===== src/rtl/ram_dp_arbiter.sv =====
// ram_dp_arbiter
// Two-requester round-robin arbiter in front of a simple dual-port RAM
// (one write port, one registered-read port, both clocked by clk).
//
// Ports:
//   clk, rst_n                      single clock, synchronous active-low reset
//   wr_valid/wr_addr/wr_data [1:0]  write requests, wr_ready [1:0] grants
//   rd_valid/rd_addr [1:0]          read requests, rd_ready [1:0] grants
//   rd_rvalid [1:0], rd_rdata       read return, one-hot to the owner,
//                                   two cycles after the accepting edge
//   ram_wenable/ram_waddr/ram_wdata registered RAM write port drive
//   ram_renable/ram_raddr           registered RAM read port drive
//   ram_rdata                       registered RAM read data
//   stall_count                     saturating count of read-collision cycles
module ram_dp_arbiter #(
  parameter int DEPTH  = 32,
  parameter int WIDTH  = 8,
  parameter int AWIDTH = $clog2(DEPTH)
) (
  input  logic                   clk,
  input  logic                   rst_n,
  input  logic [1:0]             wr_valid,
  input  logic [1:0][AWIDTH-1:0] wr_addr,
  input  logic [1:0][WIDTH-1:0]  wr_data,
  output logic [1:0]             wr_ready,
  input  logic [1:0]             rd_valid,
  input  logic [1:0][AWIDTH-1:0] rd_addr,
  output logic [1:0]             rd_ready,
  output logic [1:0]             rd_rvalid,
  output logic [WIDTH-1:0]       rd_rdata,
  output logic                   ram_wenable,
  output logic [AWIDTH-1:0]      ram_waddr,
  output logic [WIDTH-1:0]       ram_wdata,
  output logic                   ram_renable,
  output logic [AWIDTH-1:0]      ram_raddr,
  input  logic [WIDTH-1:0]       ram_rdata,
  output logic [15:0]            stall_count
);

  // Round-robin pick between two requesters: a lone requester wins,
  // a tie goes to the requester equal to the pointer.
  function automatic logic [1:0] rr_pick(input logic [1:0] elig, input logic pri);
    logic [1:0] grant;
    case (elig)
      2'b11:   grant = pri ? 2'b10 : 2'b01;
      2'b01:   grant = 2'b01;
      2'b10:   grant = 2'b10;
      default: grant = 2'b00;
    endcase
    return grant;
  endfunction

  logic [1:0]        wr_grant_s;
  logic [1:0]        rd_grant_s;
  logic [1:0]        rd_coll_s;
  logic [1:0]        rd_elig_s;
  logic              wr_xfer_s;
  logic              wr_idx_s;
  logic              rd_xfer_s;
  logic              rd_idx_s;
  logic [AWIDTH-1:0] wr_sel_addr_s;

  logic              wr_pri_r;
  logic              rd_pri_r;
  logic              rd_own1_r;   // owner of the read currently at the RAM port
  logic              rd_v2_r;     // RAM output register holds a requested word
  logic              rd_own2_r;   // owner of that word

  // Grant logic: writes arbitrate first; a reader hitting the address being
  // written this cycle drops out so it reads the new data on a later cycle.
  always_comb begin
    wr_grant_s    = 2'b00;
    rd_grant_s    = 2'b00;
    rd_coll_s     = 2'b00;
    rd_elig_s     = 2'b00;
    if (rst_n) begin
      wr_grant_s = rr_pick(wr_valid, wr_pri_r);
    end else begin
      wr_grant_s = 2'b00;
    end
    wr_xfer_s     = |wr_grant_s;
    wr_idx_s      = wr_grant_s[1];
    wr_sel_addr_s = wr_addr[wr_idx_s];
    for (int i = 0; i < 2; i++) begin
      rd_coll_s[i] = rd_valid[i] && wr_xfer_s && (rd_addr[i] == wr_sel_addr_s);
    end
    rd_elig_s = rd_valid & ~rd_coll_s;
    if (rst_n) begin
      rd_grant_s = rr_pick(rd_elig_s, rd_pri_r);
    end else begin
      rd_grant_s = 2'b00;
    end
    rd_xfer_s = |rd_grant_s;
    rd_idx_s  = rd_grant_s[1];
  end

  assign wr_ready = wr_grant_s;
  assign rd_ready = rd_grant_s;

  // Write side: pointer update and registered RAM write port.
  always_ff @(posedge clk) begin
    if (!rst_n) begin
      wr_pri_r    <= 1'b0;
      ram_wenable <= 1'b0;
      ram_waddr   <= '0;
      ram_wdata   <= '0;
    end else begin
      ram_wenable <= wr_xfer_s;
      if (wr_xfer_s) begin
        wr_pri_r  <= ~wr_idx_s;
        ram_waddr <= wr_sel_addr_s;
        ram_wdata <= wr_data[wr_idx_s];
      end
    end
  end

  // Read side: pointer, RAM read port and the two-stage return pipeline.
  always_ff @(posedge clk) begin
    if (!rst_n) begin
      rd_pri_r    <= 1'b0;
      ram_renable <= 1'b0;
      ram_raddr   <= '0;
      rd_own1_r   <= 1'b0;
      rd_v2_r     <= 1'b0;
      rd_own2_r   <= 1'b0;
      rd_rvalid   <= 2'b00;
      rd_rdata    <= '0;
    end else begin
      ram_renable <= rd_xfer_s;
      if (rd_xfer_s) begin
        rd_pri_r  <= ~rd_idx_s;
        ram_raddr <= rd_addr[rd_idx_s];
        rd_own1_r <= rd_idx_s;
      end
      rd_v2_r   <= ram_renable;
      rd_own2_r <= rd_own1_r;
      if (rd_v2_r) begin
        rd_rvalid <= rd_own2_r ? 2'b10 : 2'b01;
        rd_rdata  <= ram_rdata;
      end else begin
        rd_rvalid <= 2'b00;
      end
    end
  end

  // Saturating count of cycles in which a reader lost only to a collision.
  always_ff @(posedge clk) begin
    if (!rst_n) begin
      stall_count <= 16'h0000;
    end else if ((|rd_coll_s) && (stall_count != 16'hFFFF)) begin
      stall_count <= stall_count + 16'd1;
    end
  end

endmodule

===== config.mk =====
export PLATFORM = sky130hd
export DESIGN_NAME = ram_dp_arbiter
export DESIGN_NICKNAME = d
export VERILOG_FILES = /design/src/rtl/ram_dp_arbiter.sv
export SDC_FILE = /design/constraint.sdc
export NUM_CORES = 1
export LEC_CHECK = 0
export ABC_CLOCK_PERIOD_IN_PS = 3900
export BUFFER_PORTS_ARGS = -buffer_cell sky130_fd_sc_hd__buf_2
export CORE_ASPECT_RATIO = 0.9
export CORE_MARGIN = 1
export CORE_UTILIZATION = 52
export DETAILED_ROUTE_END_ITERATION = 10
export GPL_ROUTABILITY_DRIVEN = 0
export PLACE_DENSITY = 0.85
export SETUP_SLACK_MARGIN = 0.5
export SYNTH_ARGS = -nofsm -noshare
export SYNTH_HDL_FRONTEND = slang
export SYNTH_SLANG_ARGS = --single-unit

===== constraint.sdc =====
create_clock -name clk -period 3.9 [get_ports clk]
set_input_delay 0.195 -clock clk [delete_from_list [all_inputs] [get_ports clk]]
set_output_delay 0.195 -clock clk [all_outputs]
set_load 0.02 [all_outputs]

==> flow_summary.yaml <==
placement:
  port_buffers: 99
  hpwlAfterDp_microns: 4520
  place_area_sq_mm: 0.00303
pwr:
  peakVddDrop_mv: 0.226
  power_leakage_nw: 1.42
  powerDensity_mw_per_mm2: 361
  power_mw: 1.14
synth:
  synthCells: 290
  syn-num-nets: 341
  synthArstFlopShare: 0
  seq_area_frac_synth: 0.407
  postSynthAreaPerCell_sq_um: 8.65
  synth-seq-cells: 51
  synth_ff_type: "dfxtp_1"
  yosys_warnings: 0
  syn_area_sq_mm: 0.00251
  synth_edf_count: 0
  synth_cell_type_count: 54
setup_path:
  cp.arrival_ns: 3.48
  cp.required_ns: 4.14
  setup.worst_path.end_class: "flip-flop"
  worstPathMaxFanout: 25
  crit_type: "flip-flop to flip-flop"
  start_kind: "flip-flop"
worst_hold_path:
  hold_path_class: "input port to flip-flop"
timing:
  finalCriticalPeriod_ns: 3.24
  setup_viol: 0
  tightestPinTransition_ns: 0.988
  drv_slew: 0
  slew_headroom: 0.341
  fmax_ghz: 0.308
  rsz0062_at_grt: "no"
  hold_viol_final: 0
  finalCritPeriodShare: 0.831
  finalSetupTns_ns: 0
  skew_ns: 0.00504
clock_tree:
  htreeDepth: 2
  cts-hold-fix-buffers: 0
  cts.clk_slew.worst_paths_ns: 0.09
  cts_tree: "yes"
  clock_sinks: 51
  ctsResizeCount: 0
  cts-root-buf: "clkbuf_8"
  postCtsSetupBuffers: 0
  clock_latency_ns: 0.31
  cts_buffers: 5
  clockBufferDepth: 2
layout:
  multi_input_comb_area_sq_mm: 0.00134
  diodes: 0
  area_growth_pct: 25.8
  final_common_cell: "buf_2"
  fill_cells: 401
  final_cell_area_sq_mm: 0.00315
  fin_nets: 435
  drive_gt1_frac: 0.312
  layout_common_cells: "99 x buf_2, 51 x dfxtp_1, 37 x nand2_1"
  seq_area_sq_mm: 0.00102
grt:
  gr-total-overflow: 0
  globalRouteTotalUtil: 0.253
  grt_max_degree: 34
  grt_pass1_wl_microns: 9730
  grt_pass1_vias: 2080
  antenna_found_initial: 0
floorplanning:
  die_area_sq_mm: 0.00510
  initial_utilization: 0.551
  rows: 23
  core_area_sq_mm: 0.00455
  die_w_microns: 75.2
  ioPinCount: 100
  die_h_microns: 67.9
outcome:
  status: "complete, no violations"
routing:
  first_pass_iters: 4
  wl_per_cell_microns: 13.8
  drt_iter0_drc: 155
  wirelength_microns: 6180
  drt-vias-per-instance: 5.64
  vias: 2522
  drcViolationCount: 0
  ant_nets: 0
job:
  maxCapViolations: 0
[cell type report]
| cell class | count | area share |
|---|---|---|
| multi-input cells | 204 | 0.426 |
| clock buffers | 6 | 0.0262 |
| clock inverters | 2 | 0.0111 |
| flip-flops and latches | 51 | 0.324 |
| inverters | 20 | 0.0246 |
| well taps | 62 | 0.0246 |
| repair buffers | 102 | 0.164 |
[worst max-delay path: stages (launching register included)]
cell and delay [ns]:
dfxtp_1 0.35, and2b_1 0.21, or2_2 0.43, inv_4 0.21, mux2i_4 0.27, xnor2_1 0.15, o41a_1 0.75, or4_1 0.64
a21oi_1 0.16
[registers in the layout, indices dropped and copies added (netlist names), 2 cells and up]
| name | count |
|---|---|
| ram_raddr | 5 |
| ram_waddr | 5 |
| ram_wdata | 8 |
| rd_rdata | 8 |
| rd_rvalid | 2 |
| stall_count | 16 |
[path summary, 6_finish.rpt]
kind           startpoint             end  slack, ns  cells past startpoint
min          ram_rdata[5]     rd_rdata[5]       0.12                      3
min reg2reg     rd_own2_r    rd_rvalid[0]       0.41                      1
max reg2reg      wr_pri_r  stall_count[5]       0.66                      8
max              wr_pri_r  stall_count[5]       0.66                      8
[cell families after synthesis]
group	Yosys count	synth area share
adders and majority gates	1	0.00499
muxes	15	0.0649
AOI/OAI and AO/OA	63	0.190
and+or+nand+nor	114	0.235
buffers and inverters	35	0.0599
DFF	51	0.407
xor gates and xnor gates	11	0.0384
[per-stage QoR]
step                setup slack (ns)  instances   util  hold slack, ns
global route                   0.517        447  0.694           0.142
finish                         0.658        447  0.694           0.116
CTS                            0.561        447  0.692           0.122
detailed placement             0.641        439  0.666           0.395
floorplan                       1.42        290      -           0.343
global placement               0.756        439  0.666           0.393
[power breakdown]
part           internal [mW]  switching (mW)
combinational         0.0755           0.116
sequential             0.546          0.0149
clock                  0.208           0.178
[cell usage after synthesis (4+ instances only)]
| library cell | instances | share of area |
|---|---|---|
| inv_1 | 18 | 0.027 |
| and3_1 | 4 | 0.010 |
| dfxtp_1 | 51 | 0.41 |
| or4_1 | 6 | 0.018 |
| a21oi_1 | 14 | 0.028 |
| nand3_1 | 7 | 0.014 |
| clkbuf_1 | 12 | 0.018 |
| nor2_1 | 27 | 0.040 |
| nand2b_1 | 6 | 0.015 |
| nand4_1 | 8 | 0.020 |
| xnor2_1 | 7 | 0.024 |
| mux2i_1 | 14 | 0.056 |
| nand2_1 | 37 | 0.055 |
| o41ai_1 | 4 | 0.014 |
| a311oi_1 | 9 | 0.031 |
| xor2_1 | 4 | 0.014 |
| o21ai_1 | 4 | 0.0080 |
| o221ai_1 | 7 | 0.024 |
| o31ai_1 | 5 | 0.015 |
[routing by layer]
metal,global-route usage,part of all wire,vias up
li1,-,-,1243
met1,0.330,0.43,1169
met2,0.425,0.49,103
met3,0.0471,0.072,7
met4,0.0787,0.011,0
met5,0,0,-
Power figures use the tool's default switching activity.
